$ cat config.mk
export PLATFORM = sky130hd
export DESIGN_NAME = imm_ext_pipe
export DESIGN_NICKNAME = d
export VERILOG_FILES = /design/src/rtl/imm_ext_pkg.sv /design/src/rtl/imm_ext_core.sv /design/src/rtl/imm_ext_pipe.sv
export SDC_FILE = /design/constraint.sdc
export NUM_CORES = 1
export LEC_CHECK = 0
export CAP_MARGIN = 20
export CORE_ASPECT_RATIO = 0.5
export CORE_UTILIZATION = 32
export DETAILED_ROUTE_END_ITERATION = 8
export DONT_BUFFER_PORTS = 1
export PLACE_DENSITY_LB_ADDON = 0.25
export SYNTH_ARGS = -nofsm -noshare
export SYNTH_HDL_FRONTEND = slang
export SYNTH_SLANG_ARGS = --single-unit
$ cat constraint.sdc
create_clock -name clk -period 3.27 [get_ports clk]
set_clock_uncertainty 0.05 [all_clocks]
set_input_delay 0.327 -clock clk [delete_from_list [all_inputs] [get_ports clk]]
set_output_delay 0.327 -clock clk [all_outputs]
set_load 0.01 [all_outputs]
$ cat src/rtl/imm_ext_pkg.sv
// Shared definitions for the immediate-extension pipeline: mode encodings
// and the reserved-mode predicate.
package imm_ext_pkg;

  localparam int MODE_W = 3;

  localparam logic [MODE_W-1:0] MODE_SEXT      = 3'd0;
  localparam logic [MODE_W-1:0] MODE_ZEXT      = 3'd1;
  localparam logic [MODE_W-1:0] MODE_UPPER     = 3'd2;
  localparam logic [MODE_W-1:0] MODE_BRANCH    = 3'd3;
  localparam logic [MODE_W-1:0] MODE_HALF_SEXT = 3'd4;

  // Every encoding above HALF_SEXT is reserved and flagged as an error.
  function automatic logic isReserved(input logic [MODE_W-1:0] mode);
    return (mode > MODE_HALF_SEXT);
  endfunction

endpackage

$ cat src/rtl/imm_ext_core.sv
// Purely combinational immediate extender: raw field plus mode in,
// extended value and reserved-mode flag out.
module imm_ext_core
  import imm_ext_pkg::*;
#(
  parameter int IN_W  = 16,
  parameter int OUT_W = 32
) (
  input  logic [IN_W-1:0]   in_imm,
  input  logic [MODE_W-1:0] in_mode,
  output logic [OUT_W-1:0]  data,
  output logic              err
);

  localparam int HALF_W = IN_W / 2;

  if (OUT_W < IN_W + 2) begin : g_badWidth
    $error("imm_ext_core: OUT_W must be at least IN_W+2");
  end

  logic [OUT_W-1:0] w_sext;

  always_comb begin
    w_sext = {{(OUT_W-IN_W){in_imm[IN_W-1]}}, in_imm};
    data   = '0;
    err    = isReserved(in_mode);
    case (in_mode)
      MODE_SEXT:      data = w_sext;
      MODE_ZEXT:      data = {{(OUT_W-IN_W){1'b0}}, in_imm};
      MODE_UPPER:     data = {in_imm, {(OUT_W-IN_W){1'b0}}};
      // The branch offset is word-scaled; the top two sign bits fall off.
      MODE_BRANCH:    data = {w_sext[OUT_W-3:0], 2'b00};
      MODE_HALF_SEXT: data = {{(OUT_W-HALF_W){in_imm[HALF_W-1]}}, in_imm[HALF_W-1:0]};
      default:        data = '0;
    endcase
  end

endmodule

$ cat src/rtl/imm_ext_pipe.sv
// Immediate extender behind a valid/ready stage with one output register
// and one skid entry, plus a saturating reserved-mode error counter.
module imm_ext_pipe
  import imm_ext_pkg::*;
#(
  parameter int IN_W  = 16,
  parameter int OUT_W = 32
) (
  input  logic              clk,
  input  logic              rst_n,
  input  logic              in_valid,
  output logic              in_ready,
  input  logic [IN_W-1:0]   in_imm,
  input  logic [MODE_W-1:0] in_mode,
  output logic              out_valid,
  input  logic              out_ready,
  output logic [OUT_W-1:0]  out_data,
  output logic              out_err,
  output logic [7:0]        err_cnt
);

  logic [OUT_W-1:0] w_extData;
  logic             w_extErr;
  logic             w_accept;
  logic             w_outXfer;
  logic             w_skidNext;

  logic             r_outValid;
  logic [OUT_W-1:0] r_outData;
  logic             r_outErr;
  logic             r_skidValid;
  logic [OUT_W-1:0] r_skidData;
  logic             r_skidErr;
  logic             r_inReady;
  logic [7:0]       r_errCnt;

  imm_ext_core #(
    .IN_W  (IN_W),
    .OUT_W (OUT_W)
  ) u_core (
    .in_imm  (in_imm),
    .in_mode (in_mode),
    .data    (w_extData),
    .err     (w_extErr)
  );

  assign w_accept  = in_valid && r_inReady;
  assign w_outXfer = r_outValid && out_ready;
  // The skid only fills when the output register is occupied and stalled.
  assign w_skidNext = r_skidValid ? !w_outXfer
                                  : (w_accept && r_outValid && !w_outXfer);

  always_ff @(posedge clk or negedge rst_n) begin
    if (!rst_n) begin
      r_outValid  <= 1'b0;
      r_outData   <= '0;
      r_outErr    <= 1'b0;
      r_skidValid <= 1'b0;
      r_skidData  <= '0;
      r_skidErr   <= 1'b0;
      r_inReady   <= 1'b0;
    end else begin
      r_inReady   <= !w_skidNext;
      r_skidValid <= w_skidNext;
      if (r_skidValid) begin
        if (w_outXfer) begin
          r_outData <= r_skidData;
          r_outErr  <= r_skidErr;
        end
      end else if (w_accept) begin
        if (!r_outValid || w_outXfer) begin
          r_outValid <= 1'b1;
          r_outData  <= w_extData;
          r_outErr   <= w_extErr;
        end else begin
          r_skidData <= w_extData;
          r_skidErr  <= w_extErr;
        end
      end else if (w_outXfer) begin
        r_outValid <= 1'b0;
      end
    end
  end

  always_ff @(posedge clk or negedge rst_n) begin
    if (!rst_n) begin
      r_errCnt <= 8'd0;
    end else if (w_outXfer && r_outErr && (r_errCnt != 8'hFF)) begin
      r_errCnt <= r_errCnt + 8'd1;
    end
  end

  assign in_ready  = r_inReady;
  assign out_valid = r_outValid;
  assign out_data  = r_outData;
  assign out_err   = r_outErr;
  assign err_cnt   = r_errCnt;

endmodule

==> impl_metrics.ini <==
[sta]
worstMarginPinSlew_ns = 0.713
finalCritPeriodShare = 0.677
maxSlewHeadroom = 0.524
tns_ns = 0
fin_crit_ns = 2.21
hold_viol_final = 0
slew_viol_final = 0
setup_viol = 0
rsz0062_at_grt = false
fmax_ghz = 0.451

[power]
internal_power_mw = 2.53
peakVddDrop_mv = 0.375
switching_share = 0.359
p_comb_frac = 0.279
p_leak_nw = 1.65
p_switching_mw = 1.42
p_seq_frac = 0.443
p_total_mw = 3.95
power_frac_clock = 0.278
powerDensity_nw_per_um2 = 973

[cts]
clockRootBuffer = clkbuf_16
clock_path_buffers = 2
clock_sinks = 77
clk_pin_slew_ns = 0.06
cts_hold_buffers = 2
post_cts_buffers = 0
htreeDepth = 3
clk_latency_ns = 0.33
cts_tree = built
cts_resized = 0
cts_buffers = 9

[synth]
synth_seq_cells = 77
ys_seq_area_frac = 0.538
synth_cell_types = 39
avgSynthCellArea_sq_um = 9.63
syn_inst = 372
synth_warnings = 0
synthesis.nets = 396
synth_area_sq_um = 3580

[critical_path]
worst_path_max_delay_cell = dfrtp_1
critPathMaxFanout = 20
crit_type = reg2reg
cp.required_ns = 3.47
crit_arrival_ns = 2.41
startpoint_type = flip-flop
r2r_start = r_skidValid
crit_chain = and3b_1 > o21ai_2 > buf_4 > nand2_1 > a22oi_2
cpPeakStageDelay_ns = 0.62
end_kind = flip-flop
r2r_end = out_data[24]
path_buf_inv = 1
reg2reg_depth = 5
r2r_slack_ns = 1.06
cp_top_family = compound AO/OA/AOI/OAI gates

[placement]
dp_hpwl_microns = 5980
dp.cells = 492
numPortBuffers = 0
place.gp.congestion = 0.747

[global_route]
grt_pass1_wl_microns = 14600
grt_max_degree = 78
overflow = 0
track_usage = 0.163
antenna_found_initial = 0
first_global_vias = 2719

[route]
wl_per_cell_microns = 17.1
drc_errors = 0
routed_wirelength_microns = 8720
first_pass_iters = 4
vias_per_cell = 5.34
ant_nets = 0
num_vias = 2723
drt_iter0_drc = 202

[outcome]
status = completed

[die]
die-area_sq_um = 11600
core_area_sq_um = 10500
pin_count = 66
rows = 26
die_x_microns = 152
initial_core_util = 0.340
fp.dieH_microns = 76.8

[cells_and_area]
final_common_cell = dfrtp_1
instances_no_fill = 510
syn2layout_area_growth_pct = 13.3
layout-drive-gt1-share = 0.111
nets = 389
most-common-layout-cells = dfrtp_1 (77), nand2_1 (69), o21ai_0 (43), nor2_1 (31), a31oi_1 (17)
antenna_cells = 0

[min_path]
hold_end = in_ready
min_path_cells = 1
hold_class = in2reg
hp-start = out_ready

[run]
cap_violations = 0
## synthesized netlist by cell type
library cell  number  area (sq um)
a211oi_1           9          67.6
a21o_1             1          7.51
a21oi_1            2          10.0
a221oi_1          12           105
a22oi_1            4          30.0
a22oi_2           10           125
a31oi_1           17           106
a31oi_2            1          12.5
and2_1             1          6.26
and3_1             3          18.8
and3_4             1          11.3
and3b_1            1          8.76
buf_1              2          7.51
buf_2              8          40.0
buf_4              1          7.51
buf_6              3          33.8
clkbuf_1          15          56.3
dfrtp_1           77          1930
ha_1               1          12.5
inv_1              5          18.8
mux2_2             1          11.3
mux2i_1            2          20.0
nand2_1           69           259
nand2b_1           1          6.26
nand3_1           14          70.1
nand3b_1           1          7.51
nand4_1            3          18.8
nor2_1            32           120
nor3_1             2          10.0
nor3b_1            8          60.1
o211ai_1          10          75.1
o21a_1             1          7.51
o21ai_0           43           215
o21ai_1            1          5.00
o22ai_1            1          6.26
o32a_1             1          10.0
or2_1              1          6.26
xnor2_1            6          52.6
xor2_1             1          8.76
## metal layers
metal | wire, microns | track usage | up-vias | share of wire
met5 | 0 | 0 | - | 0
met4 | 73 | 0.0416 | 0 | 0.0084
met3 | 637 | 0.0506 | 6 | 0.073
met2 | 3820 | 0.236 | 62 | 0.44
met1 | 4200 | 0.233 | 1343 | 0.48
li1 | - | - | 1312 | -
## cell families after synthesis
logic type	synth area share
fa+ha+maj	0.00349
xor+xnor	0.0171
buf+inv	0.0458
compound gates	0.219
simple gates	0.168
flops	0.538
mux	0.00873
## layout make-up
type,count,area [sq um]
clock inverter,5,82.6
clock buffer,11,253
timing repair buffer,11,105
tap,140,175
sequential,77,1930
inverter,5,18.8
multi-input combinational,261,1500
fill,1082,6480
## metrics by stage
| step | worst slack (ns) | area [sq um] | hold slack [ns] | utilization |
|---|---|---|---|---|
| finish | 1.06 | 4060 | 0.0897 | 0.385 |
| global route | 0.845 | 4060 | 0.0916 | 0.385 |
| CTS | 1.06 | 4060 | 0.0812 | 0.385 |
| detailed placement | 1.09 | 3690 | -0.0169 | 0.350 |
| global placement | 1.12 | 3690 | -0.0173 | 0.350 |
| floorplan | 1.56 | 3580 | -0.0186 | - |
## power by group through the flow
stage / logic, mW / registers, mW / clock network [mW]
finish: 1.10 / 1.75 / 1.10
detailed placement: 1.09 / 1.77 / 0
global route: 1.28 / 1.82 / 1.17
CTS: 1.11 / 1.76 / 1.12
floorplan: 0.937 / 1.67 / 0
global placement: 1.07 / 1.76 / 0
## state kept, by name, summed over array words and instances (netlist names)
| name | flops |
|---|---|
| out_err | 1 |
| r_skidData | 32 |
| out_data | 32 |
| in_ready | 1 |
| r_skidValid | 1 |
| err_cnt | 8 |
| out_valid | 1 |
| r_skidErr | 1 |
## how the worst max path moves through the flow
| stage | startpoint | to | slack [ns] | cells past startpoint |
|---|---|---|---|---|
| final | r_skidValid | out_data[24] | 1.06 | 5 |
| after global placement | r_skidValid | out_data[29] | 1.12 | 5 |
| after detailed placement | r_skidValid | out_data[30] | 1.09 | 5 |
| after floorplan | err_cnt[0] | err_cnt[1] | 1.56 | 4 |
| after CTS | r_skidValid | out_data[8] | 1.06 | 4 |
| after global routing | r_skidValid | out_data[8] | 0.84 | 4 |
Power figures use the tool's default switching activity.
==> variant, RTL diff (same settings) <==
Add an input register stage for `in_mode`, cleared by the reset; this delays it by one clock. The other inputs are not delayed to match.
--- a/src/rtl/imm_ext_pipe.sv
+++ b/src/rtl/imm_ext_pipe.sv
@@ -20,4 +20,14 @@
 );
 
+  logic [MODE_W-1:0] in_mode_q;
+
+  always_ff @(posedge clk or negedge rst_n) begin
+    if (!rst_n) begin
+      in_mode_q <= '0;
+    end else begin
+      in_mode_q <= in_mode;
+    end
+  end
+
   logic [OUT_W-1:0] w_extData;
   logic             w_extErr;
@@ -40,5 +50,5 @@
   ) u_core (
     .in_imm  (in_imm),
-    .in_mode (in_mode),
+    .in_mode (in_mode_q),
     .data    (w_extData),
     .err     (w_extErr)
Behaviour: not the same (a bounded check fails within 4 cycles, from zero or initial values and one cycle with rst_n low).
==> variant against the unedited design <==
  * Worst setup slack improved by 0.072 ns
  * Via count rose by 7.1%
  * Sequential cell count increased by 3
  * Total power grew 4.4%
  * Area after synthesis rose by 5.9%
  * First-iteration DRC count grew 31%
  * Routed wire length is 11% higher
  * Clock power increased by 9%
  * Die area grew 5.8%
  * Design area grew 6.5%
==> variant: results (changes against the unedited design) <==
layout:
  multi_input_area_mm2: 0.001638  # +9.4%
  clockBufferCount: 10  # -1
  layout.nets: 421  # +8.2%
  clk_share_pct: 8.189  # -0.073 points
  nFillCells: 1118  # +3.3%
yosys:
  netlist_top_cells_count: "80 x dfrtp_1, 57 x nor2_1, 39 x nand2_1"
  syn_nets: 426  # +7.6%
  avgSynthCellArea_um2: 9.434  # -2.0%
  syn_area_mm2: 0.003792  # +5.9%
  synth.yosys.seq_area_share_pct: 52.79  # -1.0 points
routing:
  wl_met3_um: 828  # +30%
  initialDrtViolationCount: 265  # +31%
  avgRoutedWirePerCell_um: 17.32  # +1.3%
  wl_met1_um: 4364  # +4.0%
worst_setup_path:
  r2r_start: "in_mode_q[1]"
  crit_path_max_fanout: 18  # -10%
  slowest_delay_ns: 0.72  # +0.10 ns
  slowest_stage: "nor2_1"
  rr_endpoint: "out_data[4]"
  ff2ff_path_depth: 4  # -1
placed_design:
  dp.final_hpwl_um: 6183  # +3.3%
  gp_congestion: 0.7741  # +3.7%
  place_area_mm2: 0.003902  # +5.9%
status:
  status: "finished clean"
timing:
  fin_crit_ns: 2.143  # -0.07195 ns
global_route:
  grt_max_degree: 81  # +3.8%
  grt_pass1_vias: 2784  # +2.4%
  grt.met2_usage_pct: 25.18  # +1.6 points
pwr:
  leakage_uw: 0.001771  # +7.3%
  power.share.switching_pct: 36.95  # +1.1 points
variant: worst max-delay path, delay by kind of cell (launching register included):
kind            cells  cell delay (ns)
compound gates      2             0.41
simple gates        2             0.89
flops               1             0.70
variant: kinds of logic (layout without fill, tap and decap cells):
family                   count (synthesis)  after routing  synth area share, %
multiplexers                             7              7                1.947
XOR/XNOR                                 2              2               0.4620
flip-flops                              80             80                52.79
adder cells (fa/ha/maj)                  1              1               0.3299
AND/OR/NAND/NOR                        150            150                18.21
buffers and inverters                   33             33                4.223
AO/OA/AOI/OAI                          129            129                22.04
variant: worst min path at each step:
stage,slack [ns],to,from
4_1_cts,0.03,r_skidValid,out_ready
5_1_grt,0.04,r_skidValid,out_ready
3_3_place_gp,-0.02,r_skidData[16],rst_n
2_1_floorplan,-0.02,err_cnt[0],rst_n
6_report,0.04,r_skidValid,out_ready
3_5_place_dp,-0.02,r_skidData[16],rst_n
